===== config.mk =====
export PLATFORM = sky130hd
export DESIGN_NAME = uart_pkt_parser
export DESIGN_NICKNAME = d
export VERILOG_FILES = /design/src/rtl/uart_pkt_parser.sv
export SDC_FILE = /design/constraint.sdc
export NUM_CORES = 1
export LEC_CHECK = 0
export CORE_MARGIN = 8
export CORE_UTILIZATION = 57
export CTS_CLUSTER_SIZE = 14
export DETAILED_ROUTE_END_ITERATION = 8
export GPL_ROUTABILITY_DRIVEN = 0
export PLACE_DENSITY = 0.79
export SLEW_MARGIN = 15
export SYNTH_ARGS = -nofsm -noshare
export SYNTH_HDL_FRONTEND = slang
export SYNTH_SLANG_ARGS = --single-unit

===== constraint.sdc =====
create_clock -name i_Clk -period 2.32 [get_ports i_Clk]
set_input_delay 0.464 -clock i_Clk [delete_from_list [all_inputs] [get_ports i_Clk]]
set_output_delay 0.464 -clock i_Clk [all_outputs]
set_load 0.03 [all_outputs]

===== src/rtl/uart_pkt_parser.sv =====
// Frame parser for a byte stream from a UART receiver: SOF 0xA5, LEN, payload, XOR checksum.
// Forwards payload bytes as they arrive and reports completion, length/checksum errors and inter-byte timeouts.
module uart_pkt_parser #(
  parameter int MAX_LEN      = 16,
  parameter int TIMEOUT_CLKS = 4340
) (
  input  logic       i_Clk,
  input  logic       i_Rst_L,
  input  logic       i_RX_DV,
  input  logic [7:0] i_RX_Byte,
  output logic       o_Data_DV,
  output logic [7:0] o_Data_Byte,
  output logic       o_Data_Last,
  output logic       o_Pkt_Done,
  output logic       o_Pkt_Err,
  output logic [1:0] o_Err_Code,
  output logic       o_Busy
);

  localparam int              TW        = $clog2(TIMEOUT_CLKS + 1);
  localparam logic [7:0]      SOF       = 8'hA5;
  localparam logic [7:0]      MAX_LEN_B = 8'(MAX_LEN);
  localparam logic [TW-1:0]   TMO_LAST  = TW'(TIMEOUT_CLKS - 1);
  localparam logic [1:0]      ERR_LEN   = 2'b01;
  localparam logic [1:0]      ERR_CHK   = 2'b10;
  localparam logic [1:0]      ERR_TMO   = 2'b11;

  typedef enum logic [1:0] {
    S_IDLE    = 2'd0,
    S_LEN     = 2'd1,
    S_PAYLOAD = 2'd2,
    S_CHECK   = 2'd3
  } state_t;

  function automatic logic [7:0] chk_accum(input logic [7:0] acc, input logic [7:0] data);
    return acc ^ data;
  endfunction

  state_t        state_q, state_d;
  logic [7:0]    len_q, len_d;
  logic [7:0]    acc_q, acc_d;
  logic [7:0]    cnt_q, cnt_d;
  logic [7:0]    cnt_nxt;
  logic [TW-1:0] tmo_q, tmo_d;
  logic          data_dv_q, data_dv_d;
  logic [7:0]    data_byte_q, data_byte_d;
  logic          data_last_q, data_last_d;
  logic          pkt_done_q, pkt_done_d;
  logic          pkt_err_q, pkt_err_d;
  logic [1:0]    err_code_q, err_code_d;
  logic          busy_q, busy_d;

  assign cnt_nxt = cnt_q + 8'd1;

  // Next-state and next-output logic; a byte strobe always takes priority over the timeout.
  always_comb begin
    state_d     = state_q;
    len_d       = len_q;
    acc_d       = acc_q;
    cnt_d       = cnt_q;
    tmo_d       = tmo_q;
    data_dv_d   = 1'b0;
    data_byte_d = data_byte_q;
    data_last_d = 1'b0;
    pkt_done_d  = 1'b0;
    pkt_err_d   = 1'b0;
    err_code_d  = err_code_q;
    case (state_q)
      S_IDLE: begin
        tmo_d = '0;
        if (i_RX_DV && (i_RX_Byte == SOF)) begin
          state_d = S_LEN;
        end else begin
          state_d = S_IDLE;
        end
      end
      default: begin
        if (i_RX_DV) begin
          tmo_d = '0;
          case (state_q)
            S_LEN: begin
              if ((i_RX_Byte == 8'd0) || (i_RX_Byte > MAX_LEN_B)) begin
                pkt_err_d  = 1'b1;
                err_code_d = ERR_LEN;
                state_d    = S_IDLE;
              end else begin
                len_d   = i_RX_Byte;
                acc_d   = i_RX_Byte;
                cnt_d   = 8'd0;
                state_d = S_PAYLOAD;
              end
            end
            S_PAYLOAD: begin
              data_dv_d   = 1'b1;
              data_byte_d = i_RX_Byte;
              acc_d       = chk_accum(acc_q, i_RX_Byte);
              cnt_d       = cnt_nxt;
              if (cnt_nxt == len_q) begin
                data_last_d = 1'b1;
                state_d     = S_CHECK;
              end else begin
                state_d = S_PAYLOAD;
              end
            end
            S_CHECK: begin
              if (i_RX_Byte == acc_q) begin
                pkt_done_d = 1'b1;
              end else begin
                pkt_err_d  = 1'b1;
                err_code_d = ERR_CHK;
              end
              state_d = S_IDLE;
            end
            default: begin
              state_d = S_IDLE;
            end
          endcase
        end else if (tmo_q == TMO_LAST) begin
          pkt_err_d  = 1'b1;
          err_code_d = ERR_TMO;
          tmo_d      = '0;
          state_d    = S_IDLE;
        end else begin
          tmo_d = tmo_q + TW'(1);
        end
      end
    endcase
    busy_d = (state_d != S_IDLE);
  end

  // State and output registers; reset drops any frame in progress without reporting it.
  always_ff @(posedge i_Clk or negedge i_Rst_L) begin
    if (!i_Rst_L) begin
      state_q     <= S_IDLE;
      len_q       <= 8'd0;
      acc_q       <= 8'd0;
      cnt_q       <= 8'd0;
      tmo_q       <= '0;
      data_dv_q   <= 1'b0;
      data_byte_q <= 8'd0;
      data_last_q <= 1'b0;
      pkt_done_q  <= 1'b0;
      pkt_err_q   <= 1'b0;
      err_code_q  <= 2'b00;
      busy_q      <= 1'b0;
    end else begin
      state_q     <= state_d;
      len_q       <= len_d;
      acc_q       <= acc_d;
      cnt_q       <= cnt_d;
      tmo_q       <= tmo_d;
      data_dv_q   <= data_dv_d;
      data_byte_q <= data_byte_d;
      data_last_q <= data_last_d;
      pkt_done_q  <= pkt_done_d;
      pkt_err_q   <= pkt_err_d;
      err_code_q  <= err_code_d;
      busy_q      <= busy_d;
    end
  end

  assign o_Data_DV   = data_dv_q;
  assign o_Data_Byte = data_byte_q;
  assign o_Data_Last = data_last_q;
  assign o_Pkt_Done  = pkt_done_q;
  assign o_Pkt_Err   = pkt_err_q;
  assign o_Err_Code  = err_code_q;
  assign o_Busy      = busy_q;

endmodule


# After elaboration in Yosys (flattened, before gate mapping)
# Cells that the tools add are included.
# op_classes
addsub	2
n_lt_le_gt_ge	1
eq_ne	11
mux	36
bitwise_logic	3
reduce_logical	11
# ops
op	count
two-way mux 13 bit	3
case mux 8 bit (2 select lines)	2
two-way mux 1 bit	18
== test 8 bit	2
two-way mux 2 bit	8
two-way mux 8 bit	2
adder 13 x 1 -> 13 bit (second input constant)	1
== test 13 bit (second input constant)	1
adder 8 x 1 -> 8 bit (second input constant)	1
== test 8 bit (second input constant)	1
greater-than comparator 8 x 5 -> 1 bit (second input constant)	1
zero test 8 bit	1
case mux 2 bit (2 select lines)	2
AND reduction 4 bit	2
bitwise XOR 8 bit	1
inequality test 3 bit (second input constant)	2
nonzero test 2 bit	3
AND reduction 5 bit	1
== test 2 bit (second input constant)	2
inequality test 3 x 1 -> 1 bit (second input constant)	1
AND reduction 3 bit	1
== test 2 x 1 -> 1 bit (second input constant)	1
zero test 2 bit	1
inequality test 2 bit (second input constant)	1
other kinds (4)	5
# word_totals
ff_bits	54
input_bits	11
out_inout_bits	15
elab_cells	76

# Longest topological paths before layout
# depth
word_depth	7
mapped_depth	9
mapped_depth_nobuf	7

# Worst setup path before layout
# No wires, ideal clock.
# synth_timing
path_type	input-to-reg
from	input i_RX_Byte[3]
to	register busy_q, in the netlist o_Busy
setup_ns	0.132
arrival_ns	1.935
t_required_ns	2.188
setup_slack_ns	0.254
path_stages	6
cell_sequence	buf_2 -> nor4_4 -> mux2_2 -> a21oi_1 -> o22ai_1 -> or3b_1
# synth_between
elab_chain_len	7
elab_cells_between_ends	11
# synth_lines
element	line	source
from (decl)	10	input logic [7:0] i_RX_Byte,
greater-than comparator 8 x 5 -> 1 bit / zero test 8 bit (equally long branches)	82	if ((i_RX_Byte == 8'd0) || (i_RX_Byte > MAX_LEN_B)) begin
logical OR 1 bit	82	
two-way mux 2 bit	82	
case mux 2 bit (2 select lines)	80	case (state_q)
two-way mux 2 bit	78	if (i_RX_DV) begin
two-way mux 2 bit (*)	68	case (state_q)
nonzero test 2 bit (*)	128	busy_d = (state_d != S_IDLE);
named net busy_d	51	logic busy_q, busy_d;
to (signal assigned)	158	busy_q <= busy_d;
to (decl)	51	
# The timed path passes the listed nets; every way through them passes the cells marked *.
# A chain may end at the register's enable or synchronous reset.

# Worst setup path in the final report
# layout_timing
from	input i_RX_Byte[5]
to	register len_q[5]
# layout_between
elab_chain_len	4
elab_cells_between_ends	5
# layout_lines
element	line	source
greater-than comparator 8 x 5 -> 1 bit / zero test 8 bit (equally long branches)	82	
logical OR 1 bit	82	
inverter 1 bit (no line)	n/a	
AND reduction 4 bit (no line)	n/a	
to (signal assigned)	148	len_q <= len_d;
to (decl)	40	logic [7:0] len_q, len_d;
# Parallel ways exist; a longest one is shown, timed or not.

==> load_flow_metrics.sql <==
INSERT INTO impl_metrics (metric_group, metric, value, unit) VALUES
('status', 'run_status', 'finished clean', ''),
('timing', 'drv_slew', '0', ''),
('drt', 'drt.antenna.violating_nets', '0', ''),
('critical_path', 'end_kind', 'flip-flop', ''),
('logic_synthesis', 'synth-main-ff-cell', 'sky130_fd_sc_hd__dfrtp_1', ''),
('power', 'powerDensity', '538', 'nW/um2'),
('global_routing', 'number_of_global_route_vias_before_repair', '2383', ''),
('place', 'place.port_buffers', '25', ''),
('logic_synthesis', 'synth_warnings', '0', ''),
('logic_synthesis', 'synth.yosys.seq_area_share', '46.2', '%'),
('drt', 'drt_first_pass_iters', '4', ''),
('layout', 'num_antenna_cells', '0', ''),
('logic_synthesis', 'synthDominantAreaCellType', 'sky130_fd_sc_hd__dfrtp_1', ''),
('timing', 'final.setup.worst_slack', '141', 'ps'),
('logic_synthesis', 'top_area_cells_in_the_synthesized_netlist', 'sky130_fd_sc_hd__dfrtp_1, sky130_fd_sc_hd__nand2_1, sky130_fd_sc_hd__xnor2_1', ''),
('place', 'post-place-ws', '-211', 'ps'),
('die', 'ioPinCount', '26', ''),
('drt', 'post-route-drc-count', '0', ''),
('drt', 'first_iter_violations', '212', ''),
('cts', 'clkTransAtPathRegs', '100', 'ps'),
('drt', 'detail_route.wl_per_cell', '16.1', 'um'),
('global_routing', 'grt_start_max_net_pins', '32', ''),
('layout', 'fin_util', '70.8', '%'),
('timing', 'finalHoldViolations', '0', ''),
('logic_synthesis', 'synth_edf_count', '0', ''),
('timing', 'fin_crit', '2180', 'ps'),
('drt', 'vias', '2349', ''),
('timing', 'fin_crit_sh', '93.9', '%'),
('global_routing', 'initial_antenna_violation_count', '0', ''),
('power', 'vdd_drop_max', '0.000443', 'V'),
('die', 'initial_utilization', '58.0', '%'),
('worst_hold_path', 'worst_min_delay_path_class', 'primary input to asynchronous set/reset pin', ''),
('layout', 'multiInputGateArea', '1480', 'um2'),
('place', 'dp_hpwl', '4850', 'um'),
('cts', 'cts_buffers', '5', ''),
('logic_synthesis', 'synthesis.nets', '317', ''),
('drt', 'total_routed_wirelength', '6710', 'um'),
('logic_synthesis', 'synthesis.area', '2920', 'um2'),
('timing', 'hold_slack', '141', 'ps'),
('cts', 'post_cts_hold_buffer_count', '0', ''),
('timing', 'fmax', '0.459', 'GHz'),
('timing', 'skew', '4.97', 'ps'),
('flow_run', 'max_cap_viol', '0', ''),
('logic_synthesis', 'synth_seq_cells', '54', ''),
('die', 'core', '5040', 'um2'),
('power', 'power_leakage', '1.51', 'nW'),
('critical_path', 'critical_path.max_fanout', '6', ''),
('die', 'die_w', '87.6', 'um'),
('global_routing', 'grt-ovfl-total', '0', ''),
('critical_path', 'worst_ep_arrival', '2390', 'ps'),
('critical_path', 'start_kind', 'primary input', ''),
('layout', 'final_common_cell', 'sky130_fd_sc_hd__dfrtp_1', ''),
('timing', 'setup_viol_count_final', '0', ''),
('critical_path', 'timing.critical_path.required', '2530', 'ps'),
('die', 'die_footprint', '7680', 'um2'),
('cts', 'cts.sinks', '54', ''),
('cts', 'clock_latency', '310', 'ps'),
('layout', 'layout-drive-gt1-share', '17.3', '%'),
('global_routing', 'grt_first_pass_wirelength', '11500', 'um'),
('cts', 'htree_num_levels', '2', ''),
('layout', 'final_net_count', '362', ''),
('timing', 'rsz0062_at_grt', 'false', ''),
('logic_synthesis', 'synthArstFlopShare', '100', '%'),
('critical_path', 'critical_path_class', 'primary input to flip-flop', ''),
('die', 'rows', '26', ''),
('global_routing', 'groute.usage.overall', '19.0', '%'),
('logic_synthesis', 'netlist_instances', '300', ''),
('place', 'placement.cell_area', '3420', 'um2'),
('die', 'die_h', '87.6', 'um'),
('critical_path', 'critical_path.startpoint', 'i_RX_Byte[5]', ''),
('timing', 'slew_headroom', '61.1', '%');
[metal layers]
metal,routed length [um],up-vias,share of wire (%),track usage [%]
met4,80,0,1.2,5.78
met5,0,-,0,0
li1,-,1153,-,-
met1,3120,1133,47,24.2
met2,3220,55,48,31.5
met3,290,8,4.3,4.13
[per-stage QoR]
step                      instances  total power (W)
final                           416          0.00192
after global routing            416          0.00199
after CTS                       416          0.00195
after detailed placement        408          0.00117
after global placement          408          0.00117
after floorplan                 300          0.00108
[cells by family after synthesis]
logic type,synth area share [%]
AND/OR/NAND/NOR,21.1
flip-flops,46.2
adder cells (fa/ha/maj),2.57
XOR/XNOR,6.89
multiplexers,4.84
AO/OA/AOI/OAI,14.8
buffers and inverters,3.68
[report_power, final]
group | internal [W] | switching [W] | total [W] | leakage [nW]
Clock | 0.000460 | 0.000309 | 0.000769 | 0.0714
Sequential | 0.000961 | 0.0000209 | 0.000982 | 0.738
Combinational | 0.0000790 | 0.0000916 | 0.000171 | 0.697
[cells in the mapped netlist, drive strengths merged, types with 2 or more instances]
cell and count:
dfrtp 54, o22ai 2, o2bb2ai 2, or3 7, a311oi 2, mux2 9, nand2b 5, nand4 4
buf 9, nor2 17, o21ai 17, and2 3, inv 9, clkbuf 6, a22o 4, nand4b 2
ha 6, and3 2, a21oi 21, nor3b 2, nor4 7, xor2 11, nand2 42, nor3 3
mux2i 4, xnor2 12, nor2b 3, nand3 17, a41oi 2
[final timing paths]
| check | endpoint | slack, ps | depth (start not counted) |
|---|---|---|---|
| max | len_q[5] | 140 | 8 |
| min | acc_q[2] | 140 | 1 |
| max reg2reg | o_Busy | 280 | 8 |
| min reg2reg | tmo_q[0] | 500 | 1 |
| max in group asynchronous | tmo_q[8] | 1610 | 2 |
| min in group i_Clk | tmo_q[0] | 500 | 1 |
[critical path, stage by stage]
cell and delay (ps):
sky130_fd_sc_hd__clkdlybuf4s50_1 490, sky130_fd_sc_hd__nor4_1 340, sky130_fd_sc_hd__buf_4 180, sky130_fd_sc_hd__mux2_2 160, sky130_fd_sc_hd__buf_4 140, sky130_fd_sc_hd__nand3_1 230, sky130_fd_sc_hd__buf_4 250, sky130_fd_sc_hd__and2_1 150
[sequential cells by signal, indices dropped and copies added (netlist names), 2 cells and up]
register     count
state_q          2
tmo_q           13
cnt_q            8
acc_q            8
len_q            8
o_Err_Code       2
o_Data_Byte      8
[area by class of cell]
class / instances / share of cell area (%)
clock buffers: 6 / 2.31
clock inverters: 2 / 1.68
inverters: 9 / 0.946
multi-input cells: 222 / 41.3
flip-flops and latches: 54 / 37.8
well taps: 70 / 2.45
repair buffers: 53 / 13.5
Note: power is estimated with default switching activity, not from simulation.
